$ cat config.mk
export PLATFORM = sky130hd
export DESIGN_NAME = xor_bind_monitor
export DESIGN_NICKNAME = d
export VERILOG_FILES = /design/src/rtl/xor_bind_pkg.sv /design/src/rtl/xor_bind_chan.sv /design/src/rtl/xor_bind_monitor.sv
export SDC_FILE = /design/constraint.sdc
export NUM_CORES = 1
export LEC_CHECK = 0
export ABC_CLOCK_PERIOD_IN_PS = 1700
export BUFFER_PORTS_ARGS = -buffer_cell sky130_fd_sc_hd__buf_2
export CAP_MARGIN = 30
export CORE_MARGIN = 2
export CORE_UTILIZATION = 50
export CTS_CLUSTER_DIAMETER = 120
export DETAILED_ROUTE_END_ITERATION = 8
export PLACE_DENSITY = 0.85
export REMOVE_ABC_BUFFERS = 1
export SYNTH_ARGS = -nofsm -noshare
export SYNTH_HDL_FRONTEND = slang
export SYNTH_SLANG_ARGS = --single-unit
$ cat constraint.sdc
create_clock -name clk -period 1.7 [get_ports clk]
set_input_delay 0.085 -clock clk [delete_from_list [all_inputs] [get_ports clk]]
set_output_delay 0.085 -clock clk [all_outputs]
set_load 0.1 [all_outputs]
$ cat src/rtl/xor_bind_pkg.sv
// Shared types and helpers for the XOR bind monitor: FSM state encoding and a
// saturating counter increment.
package xor_bind_pkg;

  typedef enum logic [1:0] {
    StIdle = 2'd0,
    StRun  = 2'd1,
    StErr  = 2'd2
  } state_e;

  // Increment val, holding at the all-ones value of a width-bit counter.
  function automatic logic [31:0] sat_inc(input logic [31:0] val, input int unsigned width);
    logic [31:0] max_val;
    max_val = (width >= 32) ? 32'hFFFF_FFFF : ((32'd1 << width) - 32'd1);
    return (val >= max_val) ? max_val : (val + 32'd1);
  endfunction

endpackage

$ cat src/rtl/xor_bind_chan.sv
// One monitor channel: XOR reference, compare against the observed value and a
// saturating mismatch counter.
module xor_bind_chan
  import xor_bind_pkg::*;
#(
  parameter int unsigned WIDTH = 1,
  parameter int unsigned CNT_W = 8,
  parameter bit          DOIT  = 1'b1
) (
  input  logic             clk,
  input  logic             rst,
  input  logic             valid,
  input  logic             clr,
  input  logic [WIDTH-1:0] a,
  input  logic [WIDTH-1:0] b,
  input  logic [WIDTH-1:0] c,
  output logic [WIDTH-1:0] gold,
  output logic             mismatch,
  output logic             mismatch_now,
  output logic [CNT_W-1:0] cnt
);

  logic [WIDTH-1:0] ref_val;
  logic [WIDTH-1:0] gold_q, gold_d;
  logic             mismatch_q, mismatch_d;
  logic [CNT_W-1:0] cnt_q, cnt_d;

  // Disabled channels still compare, against an all-zero reference.
  assign ref_val      = DOIT ? (a ^ b) : '0;
  assign mismatch_now = (ref_val != c);

  always_comb begin
    gold_d     = gold_q;
    mismatch_d = 1'b0;
    cnt_d      = cnt_q;
    if (clr) begin
      cnt_d = '0;
    end else if (valid) begin
      gold_d     = ref_val;
      mismatch_d = mismatch_now;
      if (mismatch_now) begin
        cnt_d = CNT_W'(sat_inc(32'(cnt_q), CNT_W));
      end
    end
  end

  always_ff @(posedge clk) begin
    if (rst) begin
      gold_q     <= '0;
      mismatch_q <= 1'b0;
      cnt_q      <= '0;
    end else begin
      gold_q     <= gold_d;
      mismatch_q <= mismatch_d;
      cnt_q      <= cnt_d;
    end
  end

  assign gold     = gold_q;
  assign mismatch = mismatch_q;
  assign cnt      = cnt_q;

endmodule

$ cat src/rtl/xor_bind_monitor.sv
// Bindable XOR checker: per-channel reference/compare/count plus a shared
// IDLE/RUN/ERR tracker that latches the first failing channel.
module xor_bind_monitor
  import xor_bind_pkg::*;
#(
  parameter int unsigned         WIDTH     = 1,
  parameter int unsigned         CHANNELS  = 2,
  parameter logic [CHANNELS-1:0] DOIT_MASK = '1,
  parameter int unsigned         CNT_W     = 8
) (
  input  logic                                           clk,
  input  logic                                           rst,
  input  logic                                           valid_i,
  input  logic                                           clr_i,
  input  logic [CHANNELS*WIDTH-1:0]                      a_i,
  input  logic [CHANNELS*WIDTH-1:0]                      b_i,
  input  logic [CHANNELS*WIDTH-1:0]                      c_i,
  output logic [CHANNELS*WIDTH-1:0]                      gold_o,
  output logic                                           gold_valid_o,
  output logic [CHANNELS-1:0]                            mismatch_o,
  output logic                                           err_o,
  output logic [((CHANNELS > 1) ? $clog2(CHANNELS) : 1)-1:0] first_ch_o,
  output logic [CHANNELS*CNT_W-1:0]                      err_cnt_o,
  output logic [1:0]                                     state_o
);

  localparam int unsigned ChIdxW = (CHANNELS > 1) ? $clog2(CHANNELS) : 1;

  logic [CHANNELS-1:0] mm_now;
  logic                any_mm;
  state_e              state_q, state_d;
  logic                err_q, err_d;
  logic                gold_valid_q, gold_valid_d;
  logic [ChIdxW-1:0]   first_ch_q, first_ch_d;
  logic [ChIdxW-1:0]   lowest_mm;

  for (genvar n = 0; n < CHANNELS; n++) begin : g_chan
    xor_bind_chan #(
      .WIDTH (WIDTH),
      .CNT_W (CNT_W),
      .DOIT  (DOIT_MASK[n])
    ) u_chan (
      .clk          (clk),
      .rst          (rst),
      .valid        (valid_i),
      .clr          (clr_i),
      .a            (a_i[n*WIDTH +: WIDTH]),
      .b            (b_i[n*WIDTH +: WIDTH]),
      .c            (c_i[n*WIDTH +: WIDTH]),
      .gold         (gold_o[n*WIDTH +: WIDTH]),
      .mismatch     (mismatch_o[n]),
      .mismatch_now (mm_now[n]),
      .cnt          (err_cnt_o[n*CNT_W +: CNT_W])
    );
  end

  assign any_mm = |mm_now;

  // Scan high-to-low so the lowest failing index wins.
  always_comb begin
    lowest_mm = '0;
    for (int i = CHANNELS - 1; i >= 0; i--) begin
      if (mm_now[i]) begin
        lowest_mm = ChIdxW'(i);
      end
    end
  end

  always_comb begin
    state_d = state_q;
    if (clr_i) begin
      state_d = StIdle;
    end else begin
      case (state_q)
        StIdle: begin
          if (valid_i) begin
            state_d = any_mm ? StErr : StRun;
          end
        end
        StRun: begin
          if (valid_i && any_mm) begin
            state_d = StErr;
          end
        end
        StErr:   state_d = StErr;
        default: state_d = StIdle;
      endcase
    end
  end

  always_comb begin
    first_ch_d   = first_ch_q;
    err_d        = (state_d == StErr);
    gold_valid_d = valid_i && !clr_i;
    if (clr_i) begin
      first_ch_d = '0;
    end else if (state_d == StErr && state_q != StErr) begin
      first_ch_d = lowest_mm;
    end
  end

  always_ff @(posedge clk) begin
    if (rst) begin
      state_q      <= StIdle;
      err_q        <= 1'b0;
      gold_valid_q <= 1'b0;
      first_ch_q   <= '0;
    end else begin
      state_q      <= state_d;
      err_q        <= err_d;
      gold_valid_q <= gold_valid_d;
      first_ch_q   <= first_ch_d;
    end
  end

  assign state_o      = state_q;
  assign err_o        = err_q;
  assign gold_valid_o = gold_valid_q;
  assign first_ch_o   = first_ch_q;

endmodule

==> flow_metrics.env <==
export IMPL_drt_first_pass_iters=4
export IMPL_power_density_cell_area_nw_per_um2=829
export IMPL_post_synthesis_cell_type_count=36
export IMPL_timing_critical_path_from="g_chan[1].u_chan.cnt[1]"
export IMPL_synth_edff_count=0
export IMPL_worst_vdd_rail_ir_drop_v=0.000459
export IMPL_fp_dieArea_um2=2820
export IMPL_drt_drc_violations_left=0
export IMPL_htreeDepth=1
export IMPL_tightest_slew_ns=0.489
export IMPL_yosys_warnings=0
export IMPL_grt_setup_unrepaired="no"
export IMPL_clk_root_buffer_cell="clkbuf_4"
export IMPL_finalHoldViolations=0
export IMPL_clock_skew_final_ns=0.00337
export IMPL_sequential_cell_area_um2=500
export IMPL_detailedPlace_worstSlack_ns=0.108
export IMPL_num_nets_final=176
export IMPL_cts_tree="built"
export IMPL_post_synth_top_area_cell="dfxtp_1"
export IMPL_grt_remaining_overflow=0
export IMPL_critPathCaptureType="flop"
export IMPL_antennaDiodeCount=0
export IMPL_setup_fix_buffers_added_after_clock_tree_synthesis=0
export IMPL_initial_core_util=0.534
export IMPL_slew_limit_headroom=0.676
export IMPL_synth_avg_cell_area_um2=9.12
export IMPL_yosys_register_bits=25
export IMPL_power_sequential_fraction=0.532
export IMPL_worstReg2RegStart="g_chan[1].u_chan.cnt[1]"
export IMPL_p_switching_uw=399
export IMPL_fp_dieW_um=53.1
export IMPL_wl_um=2710
export IMPL_cts_sinks=25
export IMPL_synth_top_cells_by_area="dfxtp_1 42%, a211oi_1 7.5%, nor2_1 5.0%"
export IMPL_core_rowCount=17
export IMPL_yosys_top_cells_count="25 x dfxtp_1, 16 x nor2_1, 12 x a211oi_1, 9 x nand2_1, 9 x nor3_1"
export IMPL_first_global_vias=1018
export IMPL_finalWeightedCongestion=0.921
export IMPL_sw_frac_of_total=0.346
export IMPL_power_static_leakage_uw=0.000567
export IMPL_vias_per_cell=5.92
export IMPL_synthFlopType="dfxtp_1"
export IMPL_placeableCoreArea_um2=2250
export IMPL_critical_path_class="flop to flop"
export IMPL_multi_input_area_um2=626
export IMPL_yosysTopAreaCellShare=0.416
export IMPL_result_of_the_run="finished clean"
export IMPL_place_port_buffers=34
export IMPL_timing_hold_worst_class="input port to flop"
export IMPL_timing_critical_path_from_type="flop"
export IMPL_worst_endpoint_arrival_ns=1.81
export IMPL_async_reset_ff_frac=0
export IMPL_num_io_pins=35
export IMPL_regToRegEndpoint="g_chan[1].u_chan.cnt[2]"
export IMPL_max_clock_path_buffers=2
export IMPL_via_count=1131
export IMPL_tritoncts_num_buffers=3
export IMPL_ff2ff_path_depth=5
export IMPL_antenna_found_initial=0
export IMPL_critPathMaxFanout=6
export IMPL_detail_route_antenna_nets=0
export IMPL_fp_dieH_um=53.1
export IMPL_detailed_place_hpwl_um=1940
export IMPL_clock_fmax_mhz=639
export IMPL_intPower_uw=755
export IMPL_synthCells=132
export IMPL_combinationalPowerShare=0.226
export IMPL_timing_final_ws_setup_ns=0.136
export IMPL_drv_slew=0
export IMPL_clock_insertion_delay_worst_skew_ns=0.33
export IMPL_timing_reg2reg_setup_slack_ns=0.14
export IMPL_maximum_number_of_pins_on_one_net_before_global_route_repair=20
export IMPL_fin_crit_ns=1.56
export IMPL_setup_violations=0
export IMPL_ys_seq_area_frac=0.416
export IMPL_fraction_of_power_consumed_by_the_clock_network=0.242
export IMPL_capture_point_of_the_critical_path="g_chan[1].u_chan.cnt[2]"
export IMPL_final_period_utilization=0.920
export IMPL_global_route_wire_length_before_repair_um=4330
export IMPL_total_grt_usage=0.209
export IMPL_placed_area_um2=1350
export IMPL_hold_depth=3
export IMPL_maxCapViolations=0
export IMPL_layout_cell_area_non_filler_um2=1390
export IMPL_drt_first_iter_violations=20
export IMPL_final_layout_size_suffix_gt1_frac=0.301
export IMPL_routed_wire_length_per_instance_um=14.2
export IMPL_nFillCells=207
export IMPL_worst_ep_required_time_ns=1.95
export IMPL_syn2layout_area_growth_pct=15.8
export IMPL_synth_most_common_cell="dfxtp_1"
export IMPL_syn_cell_area_um2=1200
export IMPL_clkTransAtPathRegs_ns=0.14
-- metal layers --
layer | wire length (um) | GRT usage
met5 | 0 | 0
met4 | 41 | 0.0855
met1 | 1220 | 0.254
met2 | 1270 | 0.369
met3 | 185 | 0.0254
-- kinds of logic after synthesis --
family,synth area share
xor gates and xnor gates,0.0561
buffers and inverters,0.0655
muxes,0.00832
AOI/OAI and AO/OA,0.196
DFF,0.416
adders and majority gates,0.0208
and+or+nand+nor,0.237
-- critical path: stages, from the launching register on --
cell      delay [ns]
dfxtp_1         0.43
ha_1            0.21
and3_2          0.25
and4_1          0.24
nor2_1          0.08
a311oi_1        0.27
-- cell type report --
cell class / instances / share of cell area
multi-input cells: 94 / 0.449
flip-flops and latches: 25 / 0.359
repair buffers: 36 / 0.135
well taps: 28 / 0.0251
clock buffers: 3 / 0.0162
inverters: 4 / 0.0108
clock inverters: 1 / 0.00539
-- power groups by stage --
stage | Clock [uW] | Combinational (uW) | Sequential (uW)
3_5_place_dp | 0 | 258 | 627
2_1_floorplan | 0 | 85.7 | 743
5_1_grt | 302 | 278 | 617
3_3_place_gp | 0 | 252 | 626
6_report | 280 | 261 | 614
4_1_cts | 287 | 261 | 614
-- per-stage QoR --
step           total power (uW)  instances  setup TNS, ns  hold WS [ns]  utilization
6_report                   1150        191              0        0.0610        0.618
5_1_grt                    1200        191              0        0.0666        0.618
4_1_cts                    1160        191              0        0.0493        0.618
3_5_place_dp                885        186              0         0.313        0.600
3_3_place_gp                878        186              0         0.309        0.600
2_1_floorplan               829        123          -5.38         0.157            -
-- layout by cell type, fill, tap and decap left out, types with 2 or more instances in the layout --
cell      instances
dfxtp_1          25
a311oi_1          2
ha_1              2
nand2_1           9
and4_1            2
and2_1            2
a211oi_1         12
buf_2            34
nor3_1            9
xor3_2            2
nand4_1           6
clkbuf_4          3
o21ai_0           2
nor2_1           16
xnor2_1           2
a21oi_1           7
inv_1             4
nor4_1            3
-- timing repair --
item / in CTS / in global routing
endpoints found under the hold margin: 3 / 0
setup endpoints to repair: 0 / 3
hold buffers: 1 / 0
gates resized for setup: 0 / 1
-- worst min-delay path by stage --
stage / to / slack [ns] / startpoint
2_1_floorplan: gold_valid_o / 0.16 / rst
3_3_place_gp: gold_valid_o / 0.31 / rst
3_5_place_dp: gold_valid_o / 0.31 / rst
4_1_cts: gold_valid_o / 0.05 / clr_i
5_1_grt: gold_valid_o / 0.07 / clr_i
6_report: g_chan[1].u_chan.gold / 0.06 / b_i[1]
-- registers in the layout, indices dropped and copies added (netlist names) --
signal,count
err_o,1
first_ch_o,1
g_chan.u_chan.cnt,16
g_chan.u_chan.gold,2
g_chan.u_chan.mismatch,2
gold_valid_o,1
state_o,2
Power figures use the tool's default switching activity.
